<file path="config.mk">
export PLATFORM = sky130hd
export DESIGN_NAME = play_buttons
export DESIGN_NICKNAME = d
export VERILOG_FILES = /design/src/rtl/play_buttons_pkg.sv /design/src/rtl/play_buttons_interval_timer.sv /design/src/rtl/play_buttons.sv
export SDC_FILE = /design/constraint.sdc
export NUM_CORES = 1
export LEC_CHECK = 0
export ABC_CLOCK_PERIOD_IN_PS = 3300
export CAP_MARGIN = 20
export CORE_MARGIN = 2
export CORE_UTILIZATION = 58
export CTS_CLUSTER_DIAMETER = 150
export DETAILED_ROUTE_END_ITERATION = 12
export PLACE_DENSITY_LB_ADDON = 0.1
export SLEW_MARGIN = 20
export SYNTH_ARGS = -nofsm -noshare
export SYNTH_HDL_FRONTEND = slang
export SYNTH_SLANG_ARGS = --single-unit
export TNS_END_PERCENT = 5
</file>
<file path="constraint.sdc">
create_clock -name clk -period 3.3 [get_ports clk]
set_input_delay 0.66 -clock clk [delete_from_list [all_inputs] [get_ports clk]]
set_output_delay 0.66 -clock clk [all_outputs]
set_load 0.05 [all_outputs]
</file>
<file path="src/rtl/play_buttons_pkg.sv">
// Shared symbol encoding and state type for the button capture and playback blocks.
package play_buttons_pkg;

    typedef enum logic [1:0] {
        IDLE = 2'd0,
        ON   = 2'd1,
        OFF  = 2'd2,
        DONE = 2'd3
    } state_t;

    typedef logic [1:0] btn_sym_t;

    localparam btn_sym_t SYM_BTN0    = 2'b00;
    localparam btn_sym_t SYM_BTN1    = 2'b01;
    localparam btn_sym_t SYM_BTN2    = 2'b10;
    localparam int       NUM_SYMBOLS = 4;

    // Code 2'b11 is a blank slot: no LED, but it still occupies a full window.
    function automatic logic [2:0] sym_to_leds(input btn_sym_t sym);
        logic [2:0] leds;
        case (sym)
            SYM_BTN0: leds = 3'b001;
            SYM_BTN1: leds = 3'b010;
            SYM_BTN2: leds = 3'b100;
            default:  leds = 3'b000;
        endcase
        return leds;
    endfunction

endpackage

</file>
<file path="src/rtl/play_buttons_interval_timer.sv">
// Loadable down-counter; expired is high while the count sits at zero.
module interval_timer #(
    parameter int WIDTH = 8
) (
    input  logic             clk,
    input  logic             reset,
    input  logic             load,
    input  logic [WIDTH-1:0] load_val,
    output logic             expired
);

    logic [WIDTH-1:0] count_q;
    logic [WIDTH-1:0] count_d;

    always_comb begin
        count_d = count_q;
        if (load) begin
            count_d = load_val;
        end else if (count_q != '0) begin
            count_d = count_q - 1'b1;
        end
    end

    always_ff @(posedge clk or negedge reset) begin
        if (!reset) begin
            count_q <= '0;
        end else begin
            count_q <= count_d;
        end
    end

    assign expired = (count_q == '0);

endmodule

</file>
<file path="src/rtl/play_buttons.sv">
// Plays a 4-symbol button code on three one-hot LEDs with timed ON windows and OFF gaps.
// Optional abort input is enabled by defining PLAY_BUTTONS_ABORT_EN.
//
// state | meaning
// IDLE  | waiting for start, LEDs dark
// ON    | current symbol lit, timer counting ON window
// OFF   | LEDs dark, timer counting gap after the symbol
// DONE  | all symbols shown, done held until next start
module play_buttons
    import play_buttons_pkg::*;
#(
    parameter int CLK_FREQUENCY = 100_000_000,
    parameter int ON_TIME_US    = 500_000,
    parameter int OFF_TIME_US   = 250_000
) (
    input  logic       clk,
    input  logic       reset,
    input  logic       start,
`ifdef PLAY_BUTTONS_ABORT_EN
    input  logic       abort,
`endif
    input  logic [7:0] btns_in,
    output logic       busy,
    output logic       done,
    output logic [2:0] leds_out
);

    localparam int ON_CYCLES  = CLK_FREQUENCY / 1_000_000 * ON_TIME_US;
    localparam int OFF_CYCLES = CLK_FREQUENCY / 1_000_000 * OFF_TIME_US;
    localparam int MAX_CYCLES = (ON_CYCLES > OFF_CYCLES) ? ON_CYCLES : OFF_CYCLES;
    localparam int TIMER_W    = $clog2(MAX_CYCLES + 1);

    localparam logic [TIMER_W-1:0] ON_LOAD  = TIMER_W'(ON_CYCLES - 1);
    localparam logic [TIMER_W-1:0] OFF_LOAD = TIMER_W'(OFF_CYCLES - 1);
    localparam logic [1:0]         LAST_IDX = 2'(NUM_SYMBOLS - 1);

    state_t       state_q, state_d;
    logic         busy_q, busy_d;
    logic         done_q, done_d;
    logic [2:0]   leds_q, leds_d;
    logic [1:0]   idx_q, idx_d;
    logic [7:0]   sym_q, sym_d;

    logic               tmr_load;
    logic [TIMER_W-1:0] tmr_val;
    logic               tmr_expired;

    interval_timer #(
        .WIDTH (TIMER_W)
    ) u_timer (
        .clk      (clk),
        .reset    (reset),
        .load     (tmr_load),
        .load_val (tmr_val),
        .expired  (tmr_expired)
    );

    always_comb begin
        state_d  = state_q;
        busy_d   = busy_q;
        done_d   = done_q;
        leds_d   = leds_q;
        idx_d    = idx_q;
        sym_d    = sym_q;
        tmr_load = 1'b0;
        tmr_val  = '0;

        case (state_q)
            IDLE, DONE: begin
                if (start) begin
                    state_d  = ON;
                    sym_d    = btns_in;
                    idx_d    = '0;
                    busy_d   = 1'b1;
                    done_d   = 1'b0;
                    leds_d   = sym_to_leds(btns_in[1:0]);
                    tmr_load = 1'b1;
                    tmr_val  = ON_LOAD;
                end
            end
            ON: begin
                if (tmr_expired) begin
                    state_d  = OFF;
                    leds_d   = 3'b000;
                    tmr_load = 1'b1;
                    tmr_val  = OFF_LOAD;
                end
            end
            OFF: begin
                if (tmr_expired) begin
                    if (idx_q == LAST_IDX) begin
                        state_d = DONE;
                        busy_d  = 1'b0;
                        done_d  = 1'b1;
                    end else begin
                        // Next symbol is pre-decoded so it lights on the first ON cycle.
                        state_d  = ON;
                        idx_d    = idx_q + 1'b1;
                        sym_d    = {2'b00, sym_q[7:2]};
                        leds_d   = sym_to_leds(sym_q[3:2]);
                        tmr_load = 1'b1;
                        tmr_val  = ON_LOAD;
                    end
                end
            end
            default: begin
                state_d = IDLE;
                busy_d  = 1'b0;
                done_d  = 1'b0;
                leds_d  = 3'b000;
            end
        endcase

`ifdef PLAY_BUTTONS_ABORT_EN
        if (abort && (state_q == ON || state_q == OFF)) begin
            state_d  = IDLE;
            busy_d   = 1'b0;
            done_d   = 1'b0;
            leds_d   = 3'b000;
            idx_d    = '0;
            tmr_load = 1'b1;
            tmr_val  = '0;
        end
`endif
    end

    always_ff @(posedge clk or negedge reset) begin
        if (!reset) begin
            state_q <= IDLE;
            busy_q  <= 1'b0;
            done_q  <= 1'b0;
            leds_q  <= 3'b000;
            idx_q   <= '0;
            sym_q   <= '0;
        end else begin
            state_q <= state_d;
            busy_q  <= busy_d;
            done_q  <= done_d;
            leds_q  <= leds_d;
            idx_q   <= idx_d;
            sym_q   <= sym_d;
        end
    end

    assign busy     = busy_q;
    assign done     = done_q;
    assign leds_out = leds_q;

endmodule

</file>
==> results_dict.tcl <==
set metrics [dict create \
    cap_violations 0 \
    drive_gt1_frac 0.0875 \
    synth-simple-area-share 0.257 \
    setup_viol 0 \
    required_ps 3480 \
    r2r-start "u_timer.count_q[11]" \
    wl_per_cell_um 15.6 \
    dp.cells 303 \
    area_growth_pct 12.2 \
    drtIter0Drc 186 \
    wl_met1_um 2260 \
    fp.dieW_um 67 \
    synth_compound_area_frac 0.143 \
    cts.sink_count 41 \
    final_max_slew_viol_count 0 \
    synth_edf_count 0 \
    grt_max_degree 42 \
    endpoint_kind "flop" \
    cellPowerDensity_nw_per_um2 324 \
    fmax_ghz 0.346 \
    die_h_um 67 \
    ys_top_cells_by_area "dfrtp_1, nand2_1, xnor2_1, nor2_1, a21oi_1" \
    wl_um 4860 \
    antenna_cells 0 \
    synth_adder_area_share 0.0217 \
    cts_buffers 5 \
    initial_utilization 0.615 \
    period_share 0.875 \
    hpwl_um 3480 \
    combPwrFrac 0.027 \
    yosys_warnings 0 \
    worstRegToRegCells 6 \
    synthMuxAreaShare 0.0277 \
    worstPathMaxFanout 15 \
    synth_area_um2 2300 \
    start_kind "flop" \
    status "finished clean" \
    seq_area_frac_synth 0.446 \
    p_seq_frac 0.600 \
    synth_top_area_frac 0.446 \
    clkPwrFrac 0.373 \
    stdcell_count 311 \
    syn_avg_cell_area_um2 9.47 \
    rsz0062_at_grt "no" \
    grt_first_pass_wirelength_um 8450 \
    drcViolationCount 0 \
    finalHoldViolCount 0 \
    seqCellArea_um2 1030 \
    ys_async_sr_fraction 1.00 \
    cts_resized 0 \
    wl_met2_um 2250 \
    r2r_end "idx_q[1]" \
    drtAntennaViolNets 0 \
    die_area_um2 4490 \
    p_int_mw 0.659 \
    synth_ff_type "dfrtp_1" \
    hp-class "in2async" \
    synth-seq-cells 41 \
    tns_ps 0 \
    drtPass1Iterations 5 \
    clkLatencyLatePin_ps 300 \
    netlist_instances 243 \
    routed.top_layer "met4" \
    mappedNetlistNets 258 \
    grt-ovfl-total 0 \
    multiInputGateArea_um2 1200 \
    cts_tree "done" \
    io_pins 16 \
    core_area_um2 3740 \
    antenna_found_initial 0 \
    clk_pin_slew_ps 80 \
    grt_usage 0.254 \
    path_class "reg2reg" \
    slew-limit-headroom 0.411 \
    tightestPinTransition_ps 884 \
    synth_top_cell_by_area "dfrtp_1" \
    synth_top_family_by_area "simple AND/OR/NAND/NOR gates" \
    synth_xor_area_frac 0.0723 \
    cts_setup_buffers 0 \
    fillers 314 \
    routed-via-count 1885 \
    hold_buffers 0 \
    r2r_slack_ps 410 \
    leakage_nw 1.01 \
    grt_pass1_vias 1758 \
    synth.lib_cells_used.distinct 47 \
    final_nets 277 \
    vdd_ir_drop_max_uv 216 \
    p_sw_mw 0.178 \
    clock_path_buffers 2 \
    dr_wl_met3_um 274 \
    finalCriticalPeriod_ps 2890 \
    cp_data_arrival_time_ps 3070 \
    htree_levels 2 \
    gp_congestion 0.879 \
    hold_ws_ps 488 \
    cts_root_buffer "clkbuf_8" \
    clock_skew_ps 9.99 \
    sw_frac_of_total 0.213 \
    rows 22 \
    portBuffers 15 \
    routed_via_density 6.06 \
]
## cell usage after synthesis (4+ instances only)
master     instances
a21oi_1           14
clkbuf_1           4
dfrtp_1           41
ha_1               4
inv_1              6
nand2_1           33
nand3_1            6
nand3b_1           4
nand4_1            6
nor2_1            22
nor3_1             7
nor4_1             5
o21ai_0           11
o2bb2ai_1          5
or4_1              4
xnor2_1           12
xor2_1             7
## per-stage QoR
step / total power [mW] / setup WS, ps / util / instance area, um2
6_report: 0.837 / 411 / 0.690 / 2580
5_1_grt: 0.875 / 149 / 0.690 / 2580
4_1_cts: 0.847 / 409 / 0.690 / 2580
3_5_place_dp: 0.535 / 424 / 0.668 / 2500
3_3_place_gp: 0.535 / 497 / 0.668 / 2500
2_1_floorplan: 0.513 / 733 / - / 2300
## power by group through the flow
stage               Clock [mW]  Combinational (mW)  Sequential (mW)
global route             0.348              0.0254            0.502
detailed placement           0              0.0234            0.512
finish                   0.313              0.0224            0.502
floorplan                    0            0.000695            0.512
CTS                      0.322              0.0234            0.502
global placement             0              0.0232            0.512
## metal layers
layer / track usage / vias up
met5: 0 / -
met4: 0.0867 / 0
met3: 0.0574 / 11
met2: 0.375 / 60
met1: 0.367 / 895
li1: - / 919
## layout by cell type (no fill, tap or decap), types with 2 or more instances in the layout
master	netlist	layout
clkdlybuf4s50_1	0	14
and3_1	3	3
nand4_1	6	6
nand2b_1	2	2
nor2b_1	3	3
nor3_1	7	7
buf_4	0	6
inv_1	6	6
o31ai_1	2	2
nor2_1	22	22
nand3b_1	4	4
xnor2_1	12	12
mux2i_1	3	3
o22ai_1	3	3
o2bb2ai_1	5	5
clkbuf_8	0	5
ha_1	4	4
nor4b_2	2	2
dfrtp_1	41	41
or2b_1	2	2
nand2_1	33	33
a21oi_1	14	14
or4_1	4	4
clkinv_2	0	2
xor2_1	7	7
o41ai_1	2	2
nand3_1	6	6
or3_1	3	3
a31oi_1	2	2
o32ai_1	2	2
mux2_1	3	3
nor4_1	5	5
o21ai_0	11	11
## worst max path at each step
stage | from | endpoint | slack (ps) | depth (start not counted)
finish | u_timer.count_q[11] | idx_q[1] | 410 | 6
global route | u_timer.count_q[11] | idx_q[1] | 150 | 6
CTS | u_timer.count_q[11] | u_timer.count_q[24] | 410 | 6
detailed placement | u_timer.count_q[11] | u_timer.count_q[24] | 420 | 6
global placement | u_timer.count_q[11] | u_timer.count_q[24] | 500 | 6
floorplan | u_timer.count_q[0] | leds_out[0] | 730 | 9
## final cells by class
cell class | count | area share
inverter | 6 | 0.00872
tap | 48 | 0.0233
sequential | 41 | 0.397
timing repair buffer | 21 | 0.0736
clock inverter | 2 | 0.00388
clock buffer | 6 | 0.0281
multi-input combinational | 187 | 0.465
## state kept, by name, indices dropped and copies added (netlist names)
name / flops
state_q: 2
busy: 1
sym_q: 6
done: 1
u_timer.count_q: 26
idx_q: 2
leds_out: 3
## cells by family (layout without fill, tap and decap cells)
kind of cell / after synthesis / in the layout
fa+ha+maj: 4 / 4
xor+xnor: 19 / 19
simple gates: 109 / 109
mux: 6 / 6
compound gates: 49 / 49
flops: 41 / 41
buf+inv: 15 / 35
## critical path, cell delays in order, from the launching register on
cell,delay (ps)
dfrtp_1,400
nor4_2,400
or4b_1,610
or3_1,640
o21ai_0,340
nand2_1,150
a32o_1,240
Power figures use the tool's default switching activity.
